### config.mk
export PLATFORM = sky130hd
export DESIGN_NAME = stopwatch_disp_mux
export DESIGN_NICKNAME = d
export VERILOG_FILES = /design/src/rtl/stopwatch_disp_mux.sv
export SDC_FILE = /design/constraint.sdc
export NUM_CORES = 1
export LEC_CHECK = 0
export BUFFER_PORTS_ARGS = -buffer_cell sky130_fd_sc_hd__buf_2
export CAP_MARGIN = 20
export CORE_AREA = 2 2 78 80
export DETAILED_ROUTE_END_ITERATION = 12
export DIE_AREA = 0 0 80 82
export PLACE_DENSITY_LB_ADDON = 0.05
export SYNTH_ARGS = -nofsm -noshare
export SYNTH_HDL_FRONTEND = slang
export SYNTH_SLANG_ARGS = --single-unit
### constraint.sdc
create_clock -name clk -period 4.4 [get_ports clk]
set_input_delay 1.1 -clock clk [delete_from_list [all_inputs] [get_ports clk]]
set_output_delay 1.1 -clock clk [all_outputs]
set_load 0.05 [all_outputs]
### src/rtl/stopwatch_disp_mux.sv
`default_nettype none
// ============================================================================
// Module   : stopwatch_disp_mux
// Purpose  : Scans the three BCD stopwatch digits onto a 4-digit
//            common-anode 7-segment display. The decimal point sits after
//            the seconds digit and the tens digit is blanked when zero.
//            A lap edge freezes the shown time and puts an 'L' on the
//            leftmost digit; the next lap edge returns to live time.
// Ports    : clk          - system clock, rising edge
//            reset        - synchronous, active-high reset
//            d2, d1, d0   - BCD tens-of-seconds / seconds / tenths
//            lap          - debounced lap level; only its rising edge acts
//            an[3:0]      - digit anodes, active-low, an[0] = rightmost
//            sseg[7:0]    - segments, active-low, {dp,g,f,e,d,c,b,a}
// Params   : N            - refresh counter width (N >= 2); the top two
//                           bits select the displayed position
// Revision : 1.0 - initial release
// ============================================================================
module stopwatch_disp_mux #(
  parameter int N = 18
) (
  input  logic       clk,
  input  logic       reset,
  input  logic [3:0] d2,
  input  logic [3:0] d1,
  input  logic [3:0] d0,
  input  logic       lap,
  output logic [3:0] an,
  output logic [7:0] sseg
);

  typedef enum logic [0:0] {
    ST_LIVE   = 1'b0,
    ST_FROZEN = 1'b1
  } state_t;

  localparam logic [6:0] SEG_DASH  = 7'b0111111;
  localparam logic [6:0] SEG_L     = 7'b1000111;
  localparam logic [6:0] SEG_BLANK = 7'b1111111;

  state_t         state_q, state_d;
  logic [N-1:0]   cnt_q, cnt_d;
  logic           lap_q;
  logic [3:0]     h2_q, h1_q, h0_q;
  logic [3:0]     h2_d, h1_d, h0_d;
  logic [3:0]     an_q, an_d;
  logic [7:0]     sseg_q, sseg_d;

  logic           lap_edge;
  logic [1:0]     pos;
  logic [3:0]     src2, src1, src0;
  logic [6:0]     seg;
  logic           dp_n;

  // Active-low g..a pattern for a BCD value; 10-15 render as '-'.
  function automatic logic [6:0] bcd_to_seg(input logic [3:0] v);
    logic [6:0] s;
    case (v)
      4'd0:    s = 7'b1000000;
      4'd1:    s = 7'b1111001;
      4'd2:    s = 7'b0100100;
      4'd3:    s = 7'b0110000;
      4'd4:    s = 7'b0011001;
      4'd5:    s = 7'b0010010;
      4'd6:    s = 7'b0000010;
      4'd7:    s = 7'b1111000;
      4'd8:    s = 7'b0000000;
      4'd9:    s = 7'b0010000;
      default: s = SEG_DASH;
    endcase
    return s;
  endfunction

  // Lap edge only; holding lap high yields a single event.
  assign lap_edge = lap & ~lap_q;

  // Freeze/unfreeze state and hold registers.
  always_comb begin
    state_d = state_q;
    h2_d    = h2_q;
    h1_d    = h1_q;
    h0_d    = h0_q;
    case (state_q)
      ST_LIVE: begin
        if (lap_edge) begin
          state_d = ST_FROZEN;
          h2_d    = d2;
          h1_d    = d1;
          h0_d    = d0;
        end
      end
      ST_FROZEN: begin
        if (lap_edge) begin
          state_d = ST_LIVE;
        end
      end
      default: state_d = ST_LIVE;
    endcase
  end

  // Scan position decode; registered below so outputs lag by one cycle.
  always_comb begin
    cnt_d = cnt_q + N'(1);
    pos   = cnt_q[N-1:N-2];

    src2 = (state_q == ST_FROZEN) ? h2_q : d2;
    src1 = (state_q == ST_FROZEN) ? h1_q : d1;
    src0 = (state_q == ST_FROZEN) ? h0_q : d0;

    seg  = SEG_BLANK;
    dp_n = 1'b1;
    case (pos)
      2'd0: seg = bcd_to_seg(src0);
      2'd1: begin
        seg  = bcd_to_seg(src1);
        dp_n = 1'b0;
      end
      2'd2: seg = (src2 == 4'd0) ? SEG_BLANK : bcd_to_seg(src2);
      2'd3: seg = (state_q == ST_FROZEN) ? SEG_L : SEG_BLANK;
      default: seg = SEG_BLANK;
    endcase

    // A blanked position still has its anode driven.
    an_d   = ~(4'b0001 << pos);
    sseg_d = {dp_n, seg};
  end

  always_ff @(posedge clk) begin
    // lap_q samples even during reset so a lap held through release
    // does not register as an edge.
    lap_q <= lap;
    if (reset) begin
      state_q <= ST_LIVE;
      cnt_q   <= '0;
      h2_q    <= 4'd0;
      h1_q    <= 4'd0;
      h0_q    <= 4'd0;
      an_q    <= 4'b1111;
      sseg_q  <= 8'hFF;
    end else begin
      state_q <= state_d;
      cnt_q   <= cnt_d;
      h2_q    <= h2_d;
      h1_q    <= h1_d;
      h0_q    <= h0_d;
      an_q    <= an_d;
      sseg_q  <= sseg_d;
    end
  end

  assign an   = an_q;
  assign sseg = sseg_q;

endmodule
`default_nettype wire

==> results.toml <==
[timing]
post-route-min-period_ns = 2.767
rsz0062_at_grt = "no"
slew_headroom_pct = 50.07
setup_slack_ns = 1.633
setup_tns_ns = 0
hold_viol = 0
fin_skew_ns = 0.005746
fmax_mhz = 361.4
setup_violations = 0
tightest_slew_ns = 0.7490
fin_crit_sh_pct = 62.89
final_max_slew_viol_count = 0

[yosys]
synth_top_family_by_area = "simple AND/OR/NAND/NOR gates"
synth_compound_area_share_pct = 13.17
avgSynthCellArea_um2 = 8.517
synth-seq-cells = 43
synth_edf_count = 0
synth_top_cell_by_area = "dfxtp_1"
synth.distinct_cells = 45
seq_area_frac_synth_pct = 34.85
syn_area_um2 = 2470
synth-xor-area-share_pct = 4.610
yosys-top-cells-area = "dfxtp_1 35%, ha_1 10%, mux2i_1 8.9%, nor2_1 7.0%, nand2_1 3.0%"
syn-instance-count = 290
synth-simple-area-share_pct = 21.23
async_flop_share_pct = 0
syn_nets = 325
synth_top_area_share_pct = 34.85
synthFlopType = "dfxtp_1"
synth_mux_area_share_pct = 11.65
ys_warn_count = 0
synth_fa_ha_area_share_pct = 10.13

[final_layout]
nNetsFinal = 348
instances_no_fill = 389
n_antenna_cell = 0
layout-drive-gt1-share_pct = 14.01
layout_commonest_cell = "nor2_1"
nFillCells = 598
syn_to_final_growth_pct = 10.89
final_cell_mix = "46 x nor2_1, 43 x dfxtp_1, 26 x buf_2"
design_area_um2 = 2739

[setup_path]
path_class = "flop to flop"
worst-endpoint-required_ns = 4.63
worstPathArrival_ns = 2.99
worstSetupEndpointType = "flop"
reg2reg_depth = 8
rr_startpoint = "state_q"
crit_fanout = 16
r2r_end = "sseg[4]"
start_kind = "flop"
reg2reg_setup_slack_ns = 1.63

[clock_network]
cts_setup_buffers = 0
cts_tree = "yes"
cts_resized = 0
cts_hold_buf = 0
cts_buffers = 5
clock_latency_ns = 0.29
cts_buffer_depth = 2
clock_sinks = 43
path_clk_slew_ns = 0.08
root_buffer = "clkbuf_8"
htreeDepth = 2

[grt]
grt.total_usage_pct = 17.26
grt_overflow_total = 0
grt_max_degree = 42
grt_pass1_wl_um = 8859
antenna_found_initial = 0
grt_pass1_vias = 1984

[route]
viasPerCell = 5.170
routed_wirelength_um = 5333
drc_errors = 0
ant_nets = 0
wire_per_inst_um = 13.71
firstDrtPassIters = 4
drtIter0Drc = 105
dr_total_vias = 2011

[die]
die_height_um = 82
coreArea_um2 = 5746
rows = 28
fp.dieW_um = 80
start_util_pct = 42.99
die_area_um2 = 6560
io-pin-count = 27

[hold_path]
hold_depth = 1
hold_class = "flop to flop"
hp-start = "cnt_q[0]"
holdPathEnd = "cnt_q[0]"

[place]
dpl_cell_area_um2 = 2639
dp_cells = 381
dp_slack_ns = 1.555
io_buffers = 26
gp_routability_congestion = 0.8311
dp_hpwl_um = 3929

[run_status]
run_status = "finished clean"

[flow_run]
maxCapViolCount = 0

[power_and_ir_drop]
p_leak_nw = 1.089
ir_drop_mv = 0.1446
p_per_area_nw_per_um2 = 319.2
-- synth_stat cells, types with 2 or more instances --
library cell and instances:
nor2b_1 4, buf_6 2, a31oi_1 8, xor2_1 7
mux2i_1 22, and3_1 4, nor2_1 46, nand4_1 3
ha_1 20, o22ai_1 3, or2_2 3, dfxtp_1 43
inv_1 12, clkbuf_1 5, nand3_1 10, nand2b_1 4
o21ai_0 9, nor4b_1 2, buf_2 2, mux2_2 6
nor3_1 7, and2_1 2, a211oi_1 3, nand2_1 20
o211ai_1 2, or3_1 3, a21oi_1 13, o21ai_1 3
xnor2_1 6
-- layout make-up --
cell class	count	area, µm²	area share, %
inverters	12	45.04	1.645
well taps	75	93.84	3.426
flip-flops and latches	43	860.8	31.43
repair buffers	27	137.6	5.025
multi-input cells	224	1501	54.82
clock buffers	8	100.1	3.655
-- flip-flops by register name (all words and copies together), names as in the netlist --
| signal | cells |
|---|---|
| lap_q | 1 |
| h0_q | 4 |
| state_q | 1 |
| an | 4 |
| sseg | 7 |
| h1_q | 4 |
| cnt_q | 18 |
| h2_q | 4 |
-- routing by layer --
metal	up-vias	GRT usage, %	part of all wire, %
li1	1057	-	-
met1	919	18.79	44
met2	27	32.50	51
met3	8	4.176	3.2
met4	0	6.102	1.7
met5	-	0	0
-- power breakdown --
group	switching (mW)	total, mW	internal, mW
clock network	0.132	0.276	0.143
registers	0.0118	0.417	0.406
logic	0.116	0.181	0.0654
total	0.260	0.874	0.614
-- through the flow --
stage          power, mW  util, %  hold slack [ns]
4_1_cts           0.8874    47.67           0.4568
2_1_floorplan     0.5645        -           0.4176
3_5_place_dp      0.6080    45.93           0.4380
3_3_place_gp      0.6087    45.93           0.4322
6_report          0.8742    47.67           0.4508
5_1_grt           0.9190    47.67           0.4877
-- critical path: stages, from the launching register on --
cell	delay, ns
dfxtp_1	0.67
buf_4	0.35
mux2i_1	0.49
inv_1	0.17
ha_1	0.22
mux2_2	0.26
a221oi_1	0.31
nor2_1	0.08
o21ai_1	0.13
-- cell families (layout without fill, tap and decap cells) --
kind of cell               after synthesis  after routing
and+or+nand+nor                        112            112
AOI/OAI and AO/OA                       51             51
DFF                                     43             43
muxes                                   28             28
buffers and inverters                   23             47
adders and majority gates               20             20
xor gates and xnor gates                13             13
-- worst max path at each step --
stage / startpoint / to / slack [ns] / cells past startpoint
global route: state_q / sseg[4] / 1.42 / 8
finish: state_q / sseg[4] / 1.63 / 8
floorplan: d1[1] / sseg[4] / 1.90 / 7
CTS: state_q / sseg[4] / 1.64 / 8
global placement: d1[1] / sseg[4] / 1.62 / 8
detailed placement: d1[1] / sseg[4] / 1.55 / 8
No activity file was read; power rests on OpenSTA's default activity.
